<file path="src/rtl/fft_out_reorder_pkg.sv">
// rtl/fft_out_reorder_pkg.sv - FFT reorder sizes, bit-reverse helper and read-state encoding
package fft_pkg;

   localparam int N_POINTS = 16;
   localparam int LOG2N    = 4;
   localparam int DATA_W   = 16;

   typedef enum logic {
      RD_IDLE = 1'b0,
      RD_RUN  = 1'b1
   } rd_state_t;

   // Mirror the LOG2N-bit index: bit i moves to bit LOG2N-1-i.
   function automatic logic [LOG2N-1:0] bitrev(input logic [LOG2N-1:0] a);
      logic [LOG2N-1:0] r;
      for (int i = 0; i < LOG2N; i++) begin
         r[i] = a[LOG2N-1-i];
      end
      return r;
   endfunction

endpackage

</file>
<file path="src/rtl/fft_out_reorder_if.sv">
// rtl/fft_out_reorder_if.sv - sample-in / sample-out bus of the reorder buffer (FFT_REORDER_SYNC_EN adds in_sof/sync_err)
interface fft_out_reorder_if;
   import fft_pkg::*;

   logic              in_valid;
   logic [DATA_W-1:0] in_re;
   logic [DATA_W-1:0] in_im;
   logic              in_ready;
   logic              out_valid;
   logic [DATA_W-1:0] out_re;
   logic [DATA_W-1:0] out_im;
   logic [LOG2N-1:0]  out_index;
   logic              out_last;
   logic              out_ready;
`ifdef FFT_REORDER_SYNC_EN
   logic              in_sof;
   logic              sync_err;

   modport master (
      output in_valid, in_re, in_im, in_sof, out_ready,
      input  in_ready, out_valid, out_re, out_im, out_index, out_last, sync_err
   );

   modport slave (
      input  in_valid, in_re, in_im, in_sof, out_ready,
      output in_ready, out_valid, out_re, out_im, out_index, out_last, sync_err
   );
`else
   modport master (
      output in_valid, in_re, in_im, out_ready,
      input  in_ready, out_valid, out_re, out_im, out_index, out_last
   );

   modport slave (
      input  in_valid, in_re, in_im, out_ready,
      output in_ready, out_valid, out_re, out_im, out_index, out_last
   );
`endif

endinterface

</file>
<file path="src/rtl/fft_out_reorder_bank.sv">
// rtl/fft_out_reorder_bank.sv - two-bank sample store, one write port and one asynchronous read port
module fft_reorder_bank
   import fft_pkg::*;
(
   input  logic                clk,
   input  logic                wr_en_i,
   input  logic                wr_bank_i,
   input  logic [LOG2N-1:0]    wr_addr_i,
   input  logic [2*DATA_W-1:0] wr_data_i,
   input  logic                rd_bank_i,
   input  logic [LOG2N-1:0]    rd_addr_i,
   output logic [2*DATA_W-1:0] rd_data_o
);

   // Bank select is the top address bit, so both banks share one array.
   logic [2*DATA_W-1:0] mem_q [2*N_POINTS];

   // Store one {re, im} sample per accepted write.
   always_ff @(posedge clk) begin
      if (wr_en_i) begin
         mem_q[{wr_bank_i, wr_addr_i}] <= wr_data_i;
      end
   end

   assign rd_data_o = mem_q[{rd_bank_i, rd_addr_i}];

endmodule

</file>
<file path="src/rtl/fft_out_reorder.sv">
// rtl/fft_out_reorder.sv - ping-pong bit-reversed to natural-order FFT output buffer (optional FFT_REORDER_SYNC_EN)
module fft_out_reorder
   import fft_pkg::*;
(
   input  logic             clk,
   input  logic             rst,
   fft_out_reorder_if.slave bus
);

   localparam logic [LOG2N-1:0] LAST_IDX = LOG2N'(N_POINTS - 1);
   localparam logic [LOG2N-1:0] ONE      = LOG2N'(1);

   logic [LOG2N-1:0]    wr_cnt_q, wr_cnt_d;
   logic                wr_bank_q, wr_bank_d;
   logic [1:0]          full_q, full_d, set_full, clr_full;
   logic                accept, normal_wr, wr_en;
   logic [LOG2N-1:0]    wr_addr;

   rd_state_t           state_q;
   logic [LOG2N-1:0]    rd_cnt_q;
   logic                rd_bank_q;
   logic                load;
   logic [2*DATA_W-1:0] rd_data;

   logic                out_valid_q;
   logic [DATA_W-1:0]   out_re_q, out_im_q;
   logic [LOG2N-1:0]    out_index_q;
   logic                out_last_q;

   // The writer only stalls when the bank it is about to fill is still unread.
   assign bus.in_ready = ~full_q[wr_bank_q];
   assign accept       = bus.in_valid & ~full_q[wr_bank_q];

`ifdef FFT_REORDER_SYNC_EN
   logic sync_err_q, sync_err_d;
   logic sof_restart, sof_missing;

   // A start-of-frame mid-frame restarts the frame; a missing one drops the sample.
   assign sof_restart   = accept &  bus.in_sof & (wr_cnt_q != '0);
   assign sof_missing   = accept & ~bus.in_sof & (wr_cnt_q == '0);
   assign normal_wr     = accept & ~sof_restart & ~sof_missing;
   assign sync_err_d    = sync_err_q | sof_restart | sof_missing;
   assign bus.sync_err  = sync_err_q;

   // Sticky framing-error flag.
   always_ff @(posedge clk) begin
      if (rst) begin
         sync_err_q <= 1'b0;
      end else begin
         sync_err_q <= sync_err_d;
      end
   end
`else
   logic sof_restart;

   assign sof_restart = 1'b0;
   assign normal_wr   = accept;
`endif

   // Write address, counter advance and frame completion.
   always_comb begin
      wr_en     = normal_wr | sof_restart;
      wr_addr   = sof_restart ? '0 : bitrev(wr_cnt_q);
      wr_cnt_d  = wr_cnt_q;
      wr_bank_d = wr_bank_q;
      set_full  = 2'b00;
      if (sof_restart) begin
         wr_cnt_d = ONE;
      end else if (normal_wr) begin
         wr_cnt_d = wr_cnt_q + ONE;
         if (wr_cnt_q == LAST_IDX) begin
            set_full[wr_bank_q] = 1'b1;
            wr_bank_d           = ~wr_bank_q;
         end
      end
   end

   // A bank is readable as soon as it is full, even before the FSM leaves idle,
   // which keeps the first output one cycle after the frame completes.
   assign load = ((state_q == RD_RUN) | full_q[rd_bank_q]) & (~out_valid_q | bus.out_ready);

   // Reading the last bin frees the bank; writer set and reader clear can coincide.
   always_comb begin
      clr_full = 2'b00;
      if (load && (rd_cnt_q == LAST_IDX)) begin
         clr_full[rd_bank_q] = 1'b1;
      end
   end

   assign full_d = (full_q | set_full) & ~clr_full;

   // Writer state and the shared full flags.
   always_ff @(posedge clk) begin
      if (rst) begin
         wr_cnt_q  <= '0;
         wr_bank_q <= 1'b0;
         full_q    <= 2'b00;
      end else begin
         wr_cnt_q  <= wr_cnt_d;
         wr_bank_q <= wr_bank_d;
         full_q    <= full_d;
      end
   end

   // Read FSM with the registered output stage.
   always_ff @(posedge clk) begin
      if (rst) begin
         state_q     <= RD_IDLE;
         rd_cnt_q    <= '0;
         rd_bank_q   <= 1'b0;
         out_valid_q <= 1'b0;
         out_re_q    <= '0;
         out_im_q    <= '0;
         out_index_q <= '0;
         out_last_q  <= 1'b0;
      end else if (load) begin
         out_valid_q <= 1'b1;
         out_re_q    <= rd_data[2*DATA_W-1:DATA_W];
         out_im_q    <= rd_data[DATA_W-1:0];
         out_index_q <= rd_cnt_q;
         out_last_q  <= (rd_cnt_q == LAST_IDX);
         rd_cnt_q    <= rd_cnt_q + ONE;
         if (rd_cnt_q == LAST_IDX) begin
            rd_bank_q <= ~rd_bank_q;
            state_q   <= full_q[~rd_bank_q] ? RD_RUN : RD_IDLE;
         end else begin
            state_q   <= RD_RUN;
         end
      end else if (bus.out_ready) begin
         out_valid_q <= 1'b0;
      end
   end

   fft_reorder_bank u_bank (
      .clk       (clk),
      .wr_en_i   (wr_en),
      .wr_bank_i (wr_bank_q),
      .wr_addr_i (wr_addr),
      .wr_data_i ({bus.in_re, bus.in_im}),
      .rd_bank_i (rd_bank_q),
      .rd_addr_i (rd_cnt_q),
      .rd_data_o (rd_data)
   );

   assign bus.out_valid = out_valid_q;
   assign bus.out_re    = out_re_q;
   assign bus.out_im    = out_im_q;
   assign bus.out_index = out_index_q;
   assign bus.out_last  = out_last_q;

endmodule

</file>
<file path="src/flat_wrapper.sv">
// flat-port wrapper written by rule: the top's interface ports become plain ports
module fft_out_reorder_flat import fft_pkg::*;
  (clk, rst, bus_in_valid, bus_in_re, bus_in_im, bus_out_ready, bus_in_ready, bus_out_valid, bus_out_re, bus_out_im, bus_out_index, bus_out_last);
  fft_out_reorder_if bus_i ();
  input  logic clk;
  input  logic rst;
  input wire logic [$bits(bus_i.in_valid)-1:0] bus_in_valid;
  input wire logic [$bits(bus_i.in_re)-1:0] bus_in_re;
  input wire logic [$bits(bus_i.in_im)-1:0] bus_in_im;
  input wire logic [$bits(bus_i.out_ready)-1:0] bus_out_ready;
  output wire logic [$bits(bus_i.in_ready)-1:0] bus_in_ready;
  output wire logic [$bits(bus_i.out_valid)-1:0] bus_out_valid;
  output wire logic [$bits(bus_i.out_re)-1:0] bus_out_re;
  output wire logic [$bits(bus_i.out_im)-1:0] bus_out_im;
  output wire logic [$bits(bus_i.out_index)-1:0] bus_out_index;
  output wire logic [$bits(bus_i.out_last)-1:0] bus_out_last;
  assign bus_i.in_valid = bus_in_valid;
  assign bus_i.in_re = bus_in_re;
  assign bus_i.in_im = bus_in_im;
  assign bus_i.out_ready = bus_out_ready;
  assign bus_in_ready = bus_i.in_ready;
  assign bus_out_valid = bus_i.out_valid;
  assign bus_out_re = bus_i.out_re;
  assign bus_out_im = bus_i.out_im;
  assign bus_out_index = bus_i.out_index;
  assign bus_out_last = bus_i.out_last;
  fft_out_reorder u_core (.clk(clk), .rst(rst), .bus(bus_i));
endmodule
</file>
<file path="config.mk">
export PLATFORM = sky130hd
export DESIGN_NAME = fft_out_reorder_flat
export DESIGN_NICKNAME = d
export VERILOG_FILES = /design/src/rtl/fft_out_reorder_pkg.sv /design/src/rtl/fft_out_reorder_if.sv /design/src/rtl/fft_out_reorder_bank.sv /design/src/rtl/fft_out_reorder.sv /design/src/flat_wrapper.sv
export SDC_FILE = /design/constraint.sdc
export NUM_CORES = 1
export LEC_CHECK = 0
export CORE_UTILIZATION = 33
export DETAILED_ROUTE_END_ITERATION = 8
export GPL_TIMING_DRIVEN = 0
export PLACE_DENSITY = 0.45
export SYNTH_ARGS = -nofsm -noshare
export SYNTH_HDL_FRONTEND = slang
export SYNTH_SLANG_ARGS = --single-unit
</file>
<file path="constraint.sdc">
create_clock -name clk -period 5.55 [get_ports clk]
set_input_delay 1.665 -clock clk [delete_from_list [all_inputs] [get_ports clk]]
set_output_delay 1.665 -clock clk [all_outputs]
set_load 0.005 [all_outputs]
</file>
==> results.json <==
{
  "crit_chain": "clkdlybuf4s50_1 -> and2_1 -> clkbuf_1 -> nand3_1 -> nor3_2 -> buf_6 -> buf_6",
  "setup_violations": 0,
  "rrSetupSlack_ns": 1.61,
  "worst_r2r_startpoint": "u_core.rd_cnt_q[3]$_SDFFE_PP0N_",
  "p_sw_share_pct": 20.3,
  "antenna_left": 0,
  "clkPwrFrac_pct": 44.7,
  "synth_edf_count": 1024,
  "synthArstFlopShare_pct": 0,
  "slew_headroom_pct": 11.0,
  "finalCritPeriodShare_pct": 79.6,
  "clkSinkCount": 1075,
  "cp.required_ns": 5.95,
  "cp-startpoint": "bus_in_valid",
  "drv_slew": 0,
  "die-area_um2": 125000,
  "htreeDepth": 3,
  "cts_root_buf": "clkbuf_16",
  "dominantRegCellSynth": "edfxtp_1",
  "worst_slew_pin_slew_ns": 1.33,
  "rsz0062_at_grt": "no",
  "vias_per_cell": 5.23,
  "grt_max_degree": 33,
  "finalPower_uw": 16700,
  "cp-endpoint": "u_core.u_bank.mem_q[12][8]$_DFFE_PP_",
  "reg2reg_to": "u_core.bus.out_re[13]$_SDFFE_PP0N_",
  "ys_warn_count": 0,
  "yosysSeqAreaShare_pct": 78.2,
  "p_int_uw": 13300,
  "die_h_um": 353,
  "hold_class": "reg2reg",
  "fin_nets": 2154,
  "antenna_found_initial": 7,
  "status": "complete, no violations",
  "comb_power_share_pct": 1.8,
  "cts_resized": 0,
  "n_antenna_cell": 0,
  "core_area_um2": 122000,
  "clock_skew_ns": 0.0284,
  "cts-hold-fix-buffers": 0,
  "fin_tns_setup_ns": 0,
  "clkSlewWorstSetupHoldPaths_ns": 0.06,
  "numCtsBuffers": 116,
  "seq_power_share_pct": 53.5,
  "vias": 20100,
  "cap_violations": 0,
  "fillers": 10900,
  "ir_drop_v": 0.000255,
  "whs_ns": 0.483,
  "drive_gt1_share_pct": 21.5,
  "ys_ff_latch": 1075,
  "hpwl_um": 75400,
  "power.switching_uw": 3400,
  "max_freq_ghz": 0.226,
  "first_pass_iters": 5,
  "period_needed_ns": 4.42,
  "wirelength_um": 111000,
  "synth_fp_nets": 1919,
  "p_leak_uw": 0.0144,
  "io-pin-count": 75,
  "ff2ff_path_depth": 7,
  "port-buffer-count": 74,
  "synth_top_area_share_pct": 75.7,
  "clkLatencyLatePin_ns": 0.71,
  "grt_pass1_vias": 20900,
  "avgSynthCellArea_um2": 21.6,
  "clk_path_buf_depth": 3,
  "grt_pass1_wl_um": 157000,
  "path_common_cell": "buf_6",
  "seq_area_um2": 31800,
  "synth_cell_types": 38,
  "cp_max_fo": 10,
  "tritoncts": "yes",
  "rows": 128,
  "start_util_pct": 33.3,
  "post_cts_buffers": 0,
  "cp_slowest_stage_delay_ns": 1.00,
  "endpoint_kind": "flip-flop",
  "power_density_nw_per_um2": 348,
  "fin_util_pct": 39.4,
  "multi_input_area_um2": 8480,
  "crit_type": "in2reg",
  "startpoint_type": "primary input",
  "yosys.area.top_type": "edfxtp_1",
  "crit_path_top_delay_cell": "nor3_2",
  "wl_per_cell_um": 29.0,
  "hold_viol_final": 0,
  "critPathArrivalTime_ns": 4.82,
  "drc_errors": 0,
  "yosys-top-cells-area": "edfxtp_1 76%, mux4_2 11%, mux2i_1 3.4%",
  "syn_area_um2": 40600,
  "drt_iter0_drc": 1840,
  "grt_usage_pct": 17.9,
  "synthTopCellsByCount": "1024 x edfxtp_1, 192 x mux4_2, 140 x mux2i_1",
  "die_x_um": 353,
  "yosysMostFrequentCell": "edfxtp_1",
  "netlist_instances": 1881,
  "overflow": 0,
  "syn2layout_area_growth_pct": 18.3,
  "globalplace.congestion": 0.767
}
==> power by group through the flow <==
stage	Clock, uW	Combinational, uW	Sequential (uW)
final	7480	295	8950
after CTS	7650	303	8940
after global routing	7930	320	8950
after floorplan	0	96.6	9110
after global placement	0	271	9120
after detailed placement	0	302	9120
==> worst min path at each step <==
| stage | start | endpoint | slack, ns | cells past startpoint |
|---|---|---|---|---|
| floorplan | u_core.bus.out_last$_SDFFE_PP0N_ | u_core.bus.out_last$_SDFFE_PP0N_ | 0.45 | 2 |
| global placement | u_core.bus.out_last$_SDFFE_PP0N_ | u_core.bus.out_last$_SDFFE_PP0N_ | 0.45 | 2 |
| detailed placement | u_core.bus.out_last$_SDFFE_PP0N_ | u_core.bus.out_last$_SDFFE_PP0N_ | 0.48 | 2 |
| CTS | u_core.bus.out_last$_SDFFE_PP0N_ | u_core.bus.out_last$_SDFFE_PP0N_ | 0.49 | 2 |
| global route | u_core.bus.out_index[2]$_SDFFE_PP0N_ | u_core.bus.out_index[2]$_SDFFE_PP0N_ | 0.51 | 2 |
| finish | u_core.bus.out_last$_SDFFE_PP0N_ | u_core.bus.out_last$_SDFFE_PP0N_ | 0.48 | 2 |
==> sequential cells by signal, indices dropped and copies added (netlist names) <==
| name | flops |
|---|---|
| u_core.rd_cnt_q | 4 |
| u_core.bus.out_im | 16 |
| u_core.rd_bank_q | 1 |
| u_core.bus.out_index | 4 |
| u_core.full_q | 2 |
| u_core.u_bank.mem_q | 1024 |
| u_core.bus.out_re | 16 |
| u_core.wr_cnt_q | 4 |
| u_core.state_q | 1 |
| u_core.bus.out_valid | 1 |
| u_core.bus.out_last | 1 |
| u_core.wr_bank_q | 1 |
==> worst max-delay path: cells and delay by family <==
family / cells / cell delay, ns
and+or+nand+nor: 3 / 1.80
buffers and inverters: 4 / 1.32
==> cell families after synthesis <==
| group | Yosys count | share of synthesized area, % |
|---|---|---|
| DFF | 1075 | 78.2 |
| muxes | 333 | 14.1 |
| AOI/OAI and AO/OA | 201 | 4.29 |
| and+or+nand+nor | 144 | 1.66 |
| buffers and inverters | 118 | 1.48 |
| xor gates and xnor gates | 8 | 0.172 |
| adders and majority gates | 2 | 0.0616 |
==> layer usage <==
metal / track usage (%) / wire [um] / vias up
met5: 0 / 0 / -
met4: 4.70 / 2730 / 0
met3: 3.66 / 6110 / 166
met2: 28.0 / 51500 / 571
met1: 25.5 / 51200 / 10900
li1: - / - / 8487
==> through the flow <==
step	setup WS (ns)	std cells	cell area [um2]
6_report	1.13	3845	48000
5_1_grt	0.975	3845	48000
4_1_cts	1.16	3845	48000
3_5_place_dp	0.413	3623	44300
3_3_place_gp	-2.89	3580	43400
2_1_floorplan	0.579	1881	40600
==> placed cells by master (no fill, tap or decap), types with 3 or more instances in the layout <==
cell | synthesis | layout
a2111o_1 | 31 | 31
a211oi_1 | 3 | 3
a21oi_1 | 3 | 3
a22o_1 | 31 | 31
a22oi_1 | 31 | 31
a32o_1 | 32 | 32
and2_1 | 3 | 3
buf_1 | 7 | 7
buf_12 | 0 | 27
buf_2 | 24 | 24
buf_4 | 8 | 10
buf_6 | 10 | 23
buf_8 | 2 | 3
bufinv_16 | 0 | 6
clkbuf_1 | 62 | 93
clkbuf_16 | 0 | 117
clkbuf_8 | 0 | 10
clkdlybuf4s50_1 | 0 | 74
clkinv_1 | 0 | 27
clkinv_2 | 0 | 22
dfxtp_1 | 51 | 51
edfxtp_1 | 1024 | 1024
inv_1 | 5 | 5
inv_6 | 0 | 3
mux2i_1 | 140 | 140
mux4_2 | 192 | 192
nand2_1 | 37 | 37
nand3_1 | 9 | 9
nand4_1 | 32 | 32
nor2_1 | 47 | 20
nor2_4 | 0 | 27
nor2b_1 | 3 | 3
nor3_2 | 0 | 5
o22a_1 | 32 | 32
o22ai_1 | 31 | 31
xnor2_1 | 4 | 4
xor2_1 | 4 | 4
==> cell type report <==
cell class / count / area share [%]
flip-flops and latches: 1075 / 66.1
multi-input cells: 688 / 17.6
clock buffers: 158 / 6.62
well taps: 1625 / 4.23
repair buffers: 117 / 3.03
plain buffers: 113 / 1.21
clock inverters: 64 / 1.08
inverters: 5 / 0.0391
No activity file was read; power rests on OpenSTA's default activity.
